<file path="src/rtl/axi_stream_insert_header_if.sv">
// Signal bundle for the header-insert block: payload in, header in, stream out.
// Handshake rule on every channel: a beat transfers on the rising edge where
// valid && ready; once valid is high the source holds payload stable until it transfers.
interface axi_stream_insert_header_if #(
  parameter int DATA_WD      = 32,
  parameter int DATA_BYTE_WD = DATA_WD / 8,
  parameter int BYTE_CNT_WD  = $clog2(DATA_BYTE_WD)
);
  logic                     valid_in;
  logic [DATA_WD-1:0]       data_in;
  logic [DATA_BYTE_WD-1:0]  keep_in;
  logic                     last_in;
  logic                     ready_in;

  logic                     valid_insert;
  logic [DATA_WD-1:0]       data_insert;
  logic [DATA_BYTE_WD-1:0]  keep_insert;
  logic [BYTE_CNT_WD:0]     byte_insert_cnt;
  logic                     ready_insert;

  logic                     valid_out;
  logic [DATA_WD-1:0]       data_out;
  logic [DATA_BYTE_WD-1:0]  keep_out;
  logic                     last_out;
  logic                     ready_out;

  modport slave (
    input  valid_in, data_in, keep_in, last_in,
    output ready_in,
    input  valid_insert, data_insert, keep_insert, byte_insert_cnt,
    output ready_insert,
    output valid_out, data_out, keep_out, last_out,
    input  ready_out
  );

  modport master (
    output valid_in, data_in, keep_in, last_in,
    input  ready_in,
    output valid_insert, data_insert, keep_insert, byte_insert_cnt,
    input  ready_insert,
    input  valid_out, data_out, keep_out, last_out,
    output ready_out
  );
endinterface

</file>
<file path="src/rtl/axi_stream_insert_header.sv">
// Prepends the low N bytes of a header beat to one AXI-Stream packet, realigning
// payload bytes across beats and adding a flush beat when the tail spills over.
module axi_stream_insert_header #(
  parameter int DATA_WD      = 32,
  parameter int DATA_BYTE_WD = DATA_WD / 8,
  parameter int BYTE_CNT_WD  = $clog2(DATA_BYTE_WD)
) (
  input  logic                       clk,
  input  logic                       rst_n,
  axi_stream_insert_header_if.slave  bus,
  output logic [1:0]                 state_o
);
  localparam int W  = DATA_BYTE_WD;
  localparam int CW = BYTE_CNT_WD;
  localparam logic [CW:0]   W_N = (CW+1)'(W);
  localparam logic [CW+1:0] W_S = (CW+2)'(W);

  typedef enum logic [1:0] {IDLE = 2'd0, DATA = 2'd1, FLUSH = 2'd2} state_t;

  function automatic logic [CW:0] lead_ones(input logic [W-1:0] k);
    logic [CW:0] cnt;
    logic        run;
    cnt = '0;
    run = 1'b1;
    for (int i = W - 1; i >= 0; i--) begin
      if (run && k[i]) cnt = cnt + (CW+1)'(1);
      else             run = 1'b0;
    end
    return cnt;
  endfunction

  function automatic logic [W-1:0] top_mask(input logic [CW+1:0] k);
    return ~({W{1'b1}} >> k);
  endfunction

  function automatic logic [DATA_WD-1:0] byte_mask(input logic [W-1:0] k);
    logic [DATA_WD-1:0] m;
    m = '0;
    for (int i = 0; i < W; i++) m[8*i +: 8] = {8{k[i]}};
    return m;
  endfunction

  state_t              state_q, state_d;
  logic [CW:0]         n_q, n_d;
  logic [DATA_WD-1:0]  r_q, r_d;
  logic [CW+1:0]       fcnt_q, fcnt_d;
  logic                valid_q, valid_d, last_q, last_d;
  logic [DATA_WD-1:0]  data_q, data_d;
  logic [W-1:0]        keep_q, keep_d;

  logic                adv, hs_hdr, hs_in, fits;
  logic [CW:0]         n_sat, lead;
  logic [CW+1:0]       sum;
  logic [DATA_WD-1:0]  masked;
  logic                unused_keep_insert;

  assign adv              = !valid_q || bus.ready_out;
  assign bus.ready_insert = rst_n && adv && (state_q == IDLE);
  assign bus.ready_in     = rst_n && adv && (state_q == DATA);
  assign hs_hdr           = bus.valid_insert && bus.ready_insert;
  assign hs_in            = bus.valid_in && bus.ready_in;

  // The header byte count is authoritative; keep_insert is carried for completeness only.
  assign unused_keep_insert = ^bus.keep_insert;
  assign n_sat  = (bus.byte_insert_cnt > W_N) ? W_N : bus.byte_insert_cnt;
  assign lead   = lead_ones(bus.keep_in);
  assign sum    = {1'b0, n_q} + {1'b0, lead};
  assign fits   = (sum <= W_S);
  assign masked = bus.data_in & byte_mask(bus.keep_in);

  always_ff @(posedge clk or negedge rst_n) begin
    if (!rst_n) state_q <= IDLE;
    else        state_q <= state_d;
  end

  always_comb begin
    state_d = state_q;
    case (state_q)
      IDLE:    if (hs_hdr) state_d = DATA;
      DATA:    if (hs_in && bus.last_in) state_d = fits ? IDLE : FLUSH;
      FLUSH:   if (adv) state_d = IDLE;
      default: state_d = IDLE;
    endcase
  end

  // Residual is held left-aligned so a beat is simply residual OR payload shifted right by N bytes.
  always_comb begin
    n_d     = n_q;
    r_d     = r_q;
    fcnt_d  = fcnt_q;
    valid_d = adv ? 1'b0 : valid_q;
    data_d  = data_q;
    keep_d  = keep_q;
    last_d  = last_q;
    case (state_q)
      IDLE: if (hs_hdr) begin
        n_d = n_sat;
        r_d = bus.data_insert << {W_N - n_sat, 3'b000};
      end
      DATA: if (hs_in) begin
        valid_d = 1'b1;
        data_d  = r_q | (masked >> {n_q, 3'b000});
        r_d     = masked << {W_N - n_q, 3'b000};
        fcnt_d  = sum - W_S;
        last_d  = bus.last_in && fits;
        keep_d  = (bus.last_in && fits) ? top_mask(sum) : {W{1'b1}};
      end
      FLUSH: if (adv) begin
        valid_d = 1'b1;
        data_d  = r_q;
        keep_d  = top_mask(fcnt_q);
        last_d  = 1'b1;
      end
      default: ;
    endcase
  end

  always_ff @(posedge clk or negedge rst_n) begin
    if (!rst_n) begin
      n_q     <= '0;
      r_q     <= '0;
      fcnt_q  <= '0;
      valid_q <= 1'b0;
      data_q  <= '0;
      keep_q  <= '0;
      last_q  <= 1'b0;
    end else begin
      n_q     <= n_d;
      r_q     <= r_d;
      fcnt_q  <= fcnt_d;
      valid_q <= valid_d;
      data_q  <= data_d;
      keep_q  <= keep_d;
      last_q  <= last_d;
    end
  end

  assign bus.valid_out = valid_q;
  assign bus.data_out  = data_q;
  assign bus.keep_out  = keep_q;
  assign bus.last_out  = last_q;
  assign state_o       = state_q;
endmodule

</file>
<file path="src/flat_wrapper.sv">
// flat-port wrapper written by rule: the top's interface ports become plain ports
module axi_stream_insert_header_flat 
#(
  parameter int DATA_WD      = 32,
  parameter int DATA_BYTE_WD = DATA_WD / 8,
  parameter int BYTE_CNT_WD  = $clog2(DATA_BYTE_WD)
)
  (clk, rst_n, state_o, bus_valid_in, bus_data_in, bus_keep_in, bus_last_in, bus_ready_in, bus_valid_insert, bus_data_insert, bus_keep_insert, bus_byte_insert_cnt, bus_ready_insert, bus_valid_out, bus_data_out, bus_keep_out, bus_last_out, bus_ready_out);
  axi_stream_insert_header_if #(.DATA_WD(DATA_WD), .DATA_BYTE_WD(DATA_BYTE_WD), .BYTE_CNT_WD(BYTE_CNT_WD)) bus_i ();
  input  logic clk;
  input  logic rst_n;
  output logic [1:0] state_o;
  input wire logic [$bits(bus_i.valid_in)-1:0] bus_valid_in;
  input wire logic [$bits(bus_i.data_in)-1:0] bus_data_in;
  input wire logic [$bits(bus_i.keep_in)-1:0] bus_keep_in;
  input wire logic [$bits(bus_i.last_in)-1:0] bus_last_in;
  output wire logic [$bits(bus_i.ready_in)-1:0] bus_ready_in;
  input wire logic [$bits(bus_i.valid_insert)-1:0] bus_valid_insert;
  input wire logic [$bits(bus_i.data_insert)-1:0] bus_data_insert;
  input wire logic [$bits(bus_i.keep_insert)-1:0] bus_keep_insert;
  input wire logic [$bits(bus_i.byte_insert_cnt)-1:0] bus_byte_insert_cnt;
  output wire logic [$bits(bus_i.ready_insert)-1:0] bus_ready_insert;
  output wire logic [$bits(bus_i.valid_out)-1:0] bus_valid_out;
  output wire logic [$bits(bus_i.data_out)-1:0] bus_data_out;
  output wire logic [$bits(bus_i.keep_out)-1:0] bus_keep_out;
  output wire logic [$bits(bus_i.last_out)-1:0] bus_last_out;
  input wire logic [$bits(bus_i.ready_out)-1:0] bus_ready_out;
  assign bus_i.valid_in = bus_valid_in;
  assign bus_i.data_in = bus_data_in;
  assign bus_i.keep_in = bus_keep_in;
  assign bus_i.last_in = bus_last_in;
  assign bus_ready_in = bus_i.ready_in;
  assign bus_i.valid_insert = bus_valid_insert;
  assign bus_i.data_insert = bus_data_insert;
  assign bus_i.keep_insert = bus_keep_insert;
  assign bus_i.byte_insert_cnt = bus_byte_insert_cnt;
  assign bus_ready_insert = bus_i.ready_insert;
  assign bus_valid_out = bus_i.valid_out;
  assign bus_data_out = bus_i.data_out;
  assign bus_keep_out = bus_i.keep_out;
  assign bus_last_out = bus_i.last_out;
  assign bus_i.ready_out = bus_ready_out;
  axi_stream_insert_header #(.DATA_WD(DATA_WD), .DATA_BYTE_WD(DATA_BYTE_WD), .BYTE_CNT_WD(BYTE_CNT_WD)) u_core (.clk(clk), .rst_n(rst_n), .bus(bus_i), .state_o(state_o));
endmodule
</file>
<file path="config.mk">
export PLATFORM = sky130hd
export DESIGN_NAME = axi_stream_insert_header_flat
export DESIGN_NICKNAME = d
export VERILOG_FILES = /design/src/rtl/axi_stream_insert_header_if.sv /design/src/rtl/axi_stream_insert_header.sv /design/src/flat_wrapper.sv
export SDC_FILE = /design/constraint.sdc
export NUM_CORES = 1
export LEC_CHECK = 0
export CORE_MARGIN = 2
export CORE_UTILIZATION = 50
export CTS_BUF_LIST = sky130_fd_sc_hd__clkbuf_8
export DETAILED_ROUTE_END_ITERATION = 12
export MAX_ROUTING_LAYER = met4
export PLACE_DENSITY = 0.81
export SKIP_LAST_GASP = 1
export SLEW_MARGIN = 5
export SYNTH_ARGS = -nofsm -noshare
export SYNTH_HDL_FRONTEND = slang
export SYNTH_SLANG_ARGS = --single-unit
</file>
<file path="constraint.sdc">
create_clock -name clk -period 5.1 [get_ports clk]
set_input_delay 1.275 -clock clk [delete_from_list [all_inputs] [get_ports clk]]
set_output_delay 1.275 -clock clk [all_outputs]
set_load 0.01 [all_outputs]
</file>
==> metrics.txt, run 1 <==
Num CTS Buffers=9; Setup WS post-layout=0.440 ns; worst-path fanout max=5; DR WL/cell=20.5 um; setup violators final=0; final slew viol count=0; r2r worst-path depth=6; largest net degree at the start of global routing=55; Final Routed Wirelength=16600 um; cts repair resizes=0; worst hold-check path type=flip-flop to flip-flop; row count=36; reg2reg setup slack=2.08 ns; Routed Antenna Nets=0; r2r endpoint=u_core.r_q[25]$_DFFE_PN0P_; Initial Util=0.512; sequential area share after synthesis=0.397; RePlAce Congestion=0.951; arrival time worst endpoint=4.95 ns; TritonCTS clock tree=built; fmax=215 MHz; Hold Path Stages=2; fin crit share=0.914; clk_lat worst skew=0.36 ns; Worst Setup End Kind=flip-flop; synth unique cells=50; clock-pin slew on the worst setup and hold paths=0.08 ns; Worst slew margin=0.301; most used flip-flop cell after synthesis=dfrtp_1; max layer used=met4; Remaining DRCs=0; syn_nets=667; most frequent cell after synthesis=dfrtp_1; Ys Warns=0; hold_ws=0.488 ns; GRT Util Overall=0.320; maxcap violations=0; setup bufs post-CTS=0; top-area cell type share of the netlist area=0.397; 1st-pass router iterations=5; Bufs on Longest Clock Path=2; Die ar.=10800 um2; Worst setup SP type=input port; number of synthesized flops with an enable pin=0; HP Start=u_core.r_q[24]$_DFFE_PN0P_; vias in the first global route=4682; Worst R2R Start=u_core.n_q[1]$_DFFE_PN0P_; Area growth syn-to-layout=30.4%; initial antenna violation count=1; Metal-1 WL=7630 um; RSZ-0062 raised after global routing=no; Max VDD drop=0.346 mV; setup slack at placement=0.0928 ns; area leader, netlist=dfrtp_1; Required @ worst endpoint=5.39 ns; clock skew=0.0131 ns; P_leak=2.73 nW; die span in x=104 um; met2 WL=7310 um; Slew @ Worst Pin=1.05 ns; Die Span Y=104 um; Crit Path Class=input port to flip-flop; hold buffers post-CTS=0; Synth area leaders=dfrtp_1 (40%), a21oi_1 (7.4%), mux2i_1 (6.2%); pwr/cell area=575 nW/um2; Min Clock Period, post-route=4.66 ns; Hold Fails Final Rpt=0; CTS Root Cell=clkbuf_8; nets=764; vias post-DR=5067; CP Launch Point=bus_keep_in[2]; clk sinks=79; DR iter-0 viols=399; status=completed; first-pass GRT wire length=26500 um; Core ar.=9730 um2; Cells after Synth=574; IO Count=123; PortBufs=118; FF/Latch Area=1980 um2; fraction of layout cells with a size suffix above 1=0.0680; CTS H-tree depth=3; syn_area_per_cell=8.68 um2; synth cell count leaders=dfrtp_1 (79), nand2_1 (75), a21oi_1 (74), nor2_1 (50), o21ai_0 (36); multi-input logic area=2820 um2; Synth async-reset ratio=1.00; Hold EP=u_core.r_q[24]$_DFFE_PN0P_; fill count=826; detailed placer's ending HPWL=12800 um; DR WL met3=1470 um; TNS Setup=0 ns; Via density=6.26; mapped cell area=4980 um2; FF+latch count, synth=79; GRT overflow=0
[worst max path at each step]
stage	endpoint	slack [ns]	cells after the start
2_1_floorplan	u_core.bus.keep_out[3]$_DFFE_PN0P_	0.63	15
3_3_place_gp	u_core.bus.keep_out[1]$_DFFE_PN0P_	0.29	15
3_5_place_dp	u_core.bus.keep_out[3]$_DFFE_PN0P_	0.09	15
4_1_cts	u_core.bus.keep_out[3]$_DFFE_PN0P_	0.45	15
5_1_grt	u_core.bus.keep_out[3]$_DFFE_PN0P_	0.21	15
6_report	u_core.bus.keep_out[3]$_DFFE_PN0P_	0.44	15
[cell usage in the layout (no fill, tap or decap), types with 4 or more instances in the layout]
master           netlist  routed
a22o_1                 7       7
nand2_1               75      75
o2bb2ai_1              4       4
nor2b_1                5       5
a22oi_1               13      13
clkbuf_8               0       9
nand2b_1               6       6
a32oi_1                7       7
ha_1                  11      11
and3b_1                4       4
or3b_2                 4       4
and3_1                 8       8
dfrtp_1               79      79
clkdlybuf4s50_1        0     117
mux2i_1               31      31
inv_1                  7       7
xor2_1                 4       4
a21o_1                 9       9
and2_1                 5       5
a211oi_1               6       6
nand3_1                9       9
a32o_1                 7       7
a221oi_1              17      17
o21ai_1                8       8
mux2_2                 9       9
a21oi_1               74      74
nor2_1                50      50
buf_4                  0      12
nor3_1                 6       6
o21ai_0               36      36
a311oi_1               7       7
[worst max-delay path, cell delays in order]
cell and delay, ns:
clkdlybuf4s50_1 0.56, nand2_1 0.12, inv_1 0.10, ha_1 0.24, o21a_1 0.18, ha_1 0.27, mux2i_1 0.07, a21oi_1 0.31
ha_1 0.29, a21o_1 0.17, a21oi_1 0.18, ha_1 0.17, mux2_2 0.36, a21oi_1 0.40, o32a_1 0.24
[flip-flops by register name, summed over array words and instances (netlist names)]
register,cells
u_core.bus.data_out,32
u_core.bus.keep_out,4
u_core.bus.last_out,1
u_core.bus.valid_out,1
u_core.fcnt_q,4
u_core.n_q,3
u_core.r_q,32
u_core.state_o,2
[per-stage QoR]
stage,utilization,instances,power [mW],area [um2]
5_1_grt,0.668,810,3.96,6500
6_report,0.668,810,3.74,6500
3_5_place_dp,0.642,793,3.12,6250
3_3_place_gp,0.642,793,3.07,6250
2_1_floorplan,-,574,2.29,4980
4_1_cts,0.667,809,3.70,6490
[report_power, final]
part / total [mW] / switching, mW / internal, mW
clock: 0.582 / 0.254 / 0.328
combinational: 2.03 / 1.16 / 0.872
sequential: 1.12 / 0.210 / 0.915
total: 3.74 / 1.62 / 2.11
[kinds of logic (layout without fill, tap and decap cells)]
kind of cell,Yosys count,after routing,share of synthesized area
AO/OA/AOI/OAI,207,207,0.269
AND/OR/NAND/NOR,181,181,0.169
XOR/XNOR,4,4,0.00703
flip-flops,79,79,0.397
adder cells (fa/ha/maj),12,12,0.0317
other,0,1,0
multiplexers,40,40,0.0826
buffers and inverters,51,153,0.0437
[per-layer routing]
metal,up-vias,GRT usage
li1,2313,-
met1,2460,0.487
met2,279,0.461
met3,15,0.0277
met4,0,0.0792
met5,-,-
[cell type report]
class	instances	area share
multi-input combinational	444	0.433
tap	133	0.0256
inverter	8	0.00462
sequential	79	0.304
antenna	1	0.000385
clock inverter	7	0.0185
clock buffer	9	0.0191
timing repair buffer	129	0.194
(Power assumes the default switching activity.)
==> run 2: changes to the inputs <==
--- a/config.mk
+++ b/config.mk
@@ -12,7 +12,7 @@
 export MAX_ROUTING_LAYER = met4
 export PLACE_DENSITY = 0.81
 export SKIP_LAST_GASP = 1
-export SLEW_MARGIN = 5
+export SLEW_MARGIN = 15
 export SYNTH_ARGS = -nofsm -noshare
 export SYNTH_HDL_FRONTEND = slang
 export SYNTH_SLANG_ARGS = --single-unit
==> results of run 2 <==
The final DEF is identical to that of run 1; final timing and power are the same.
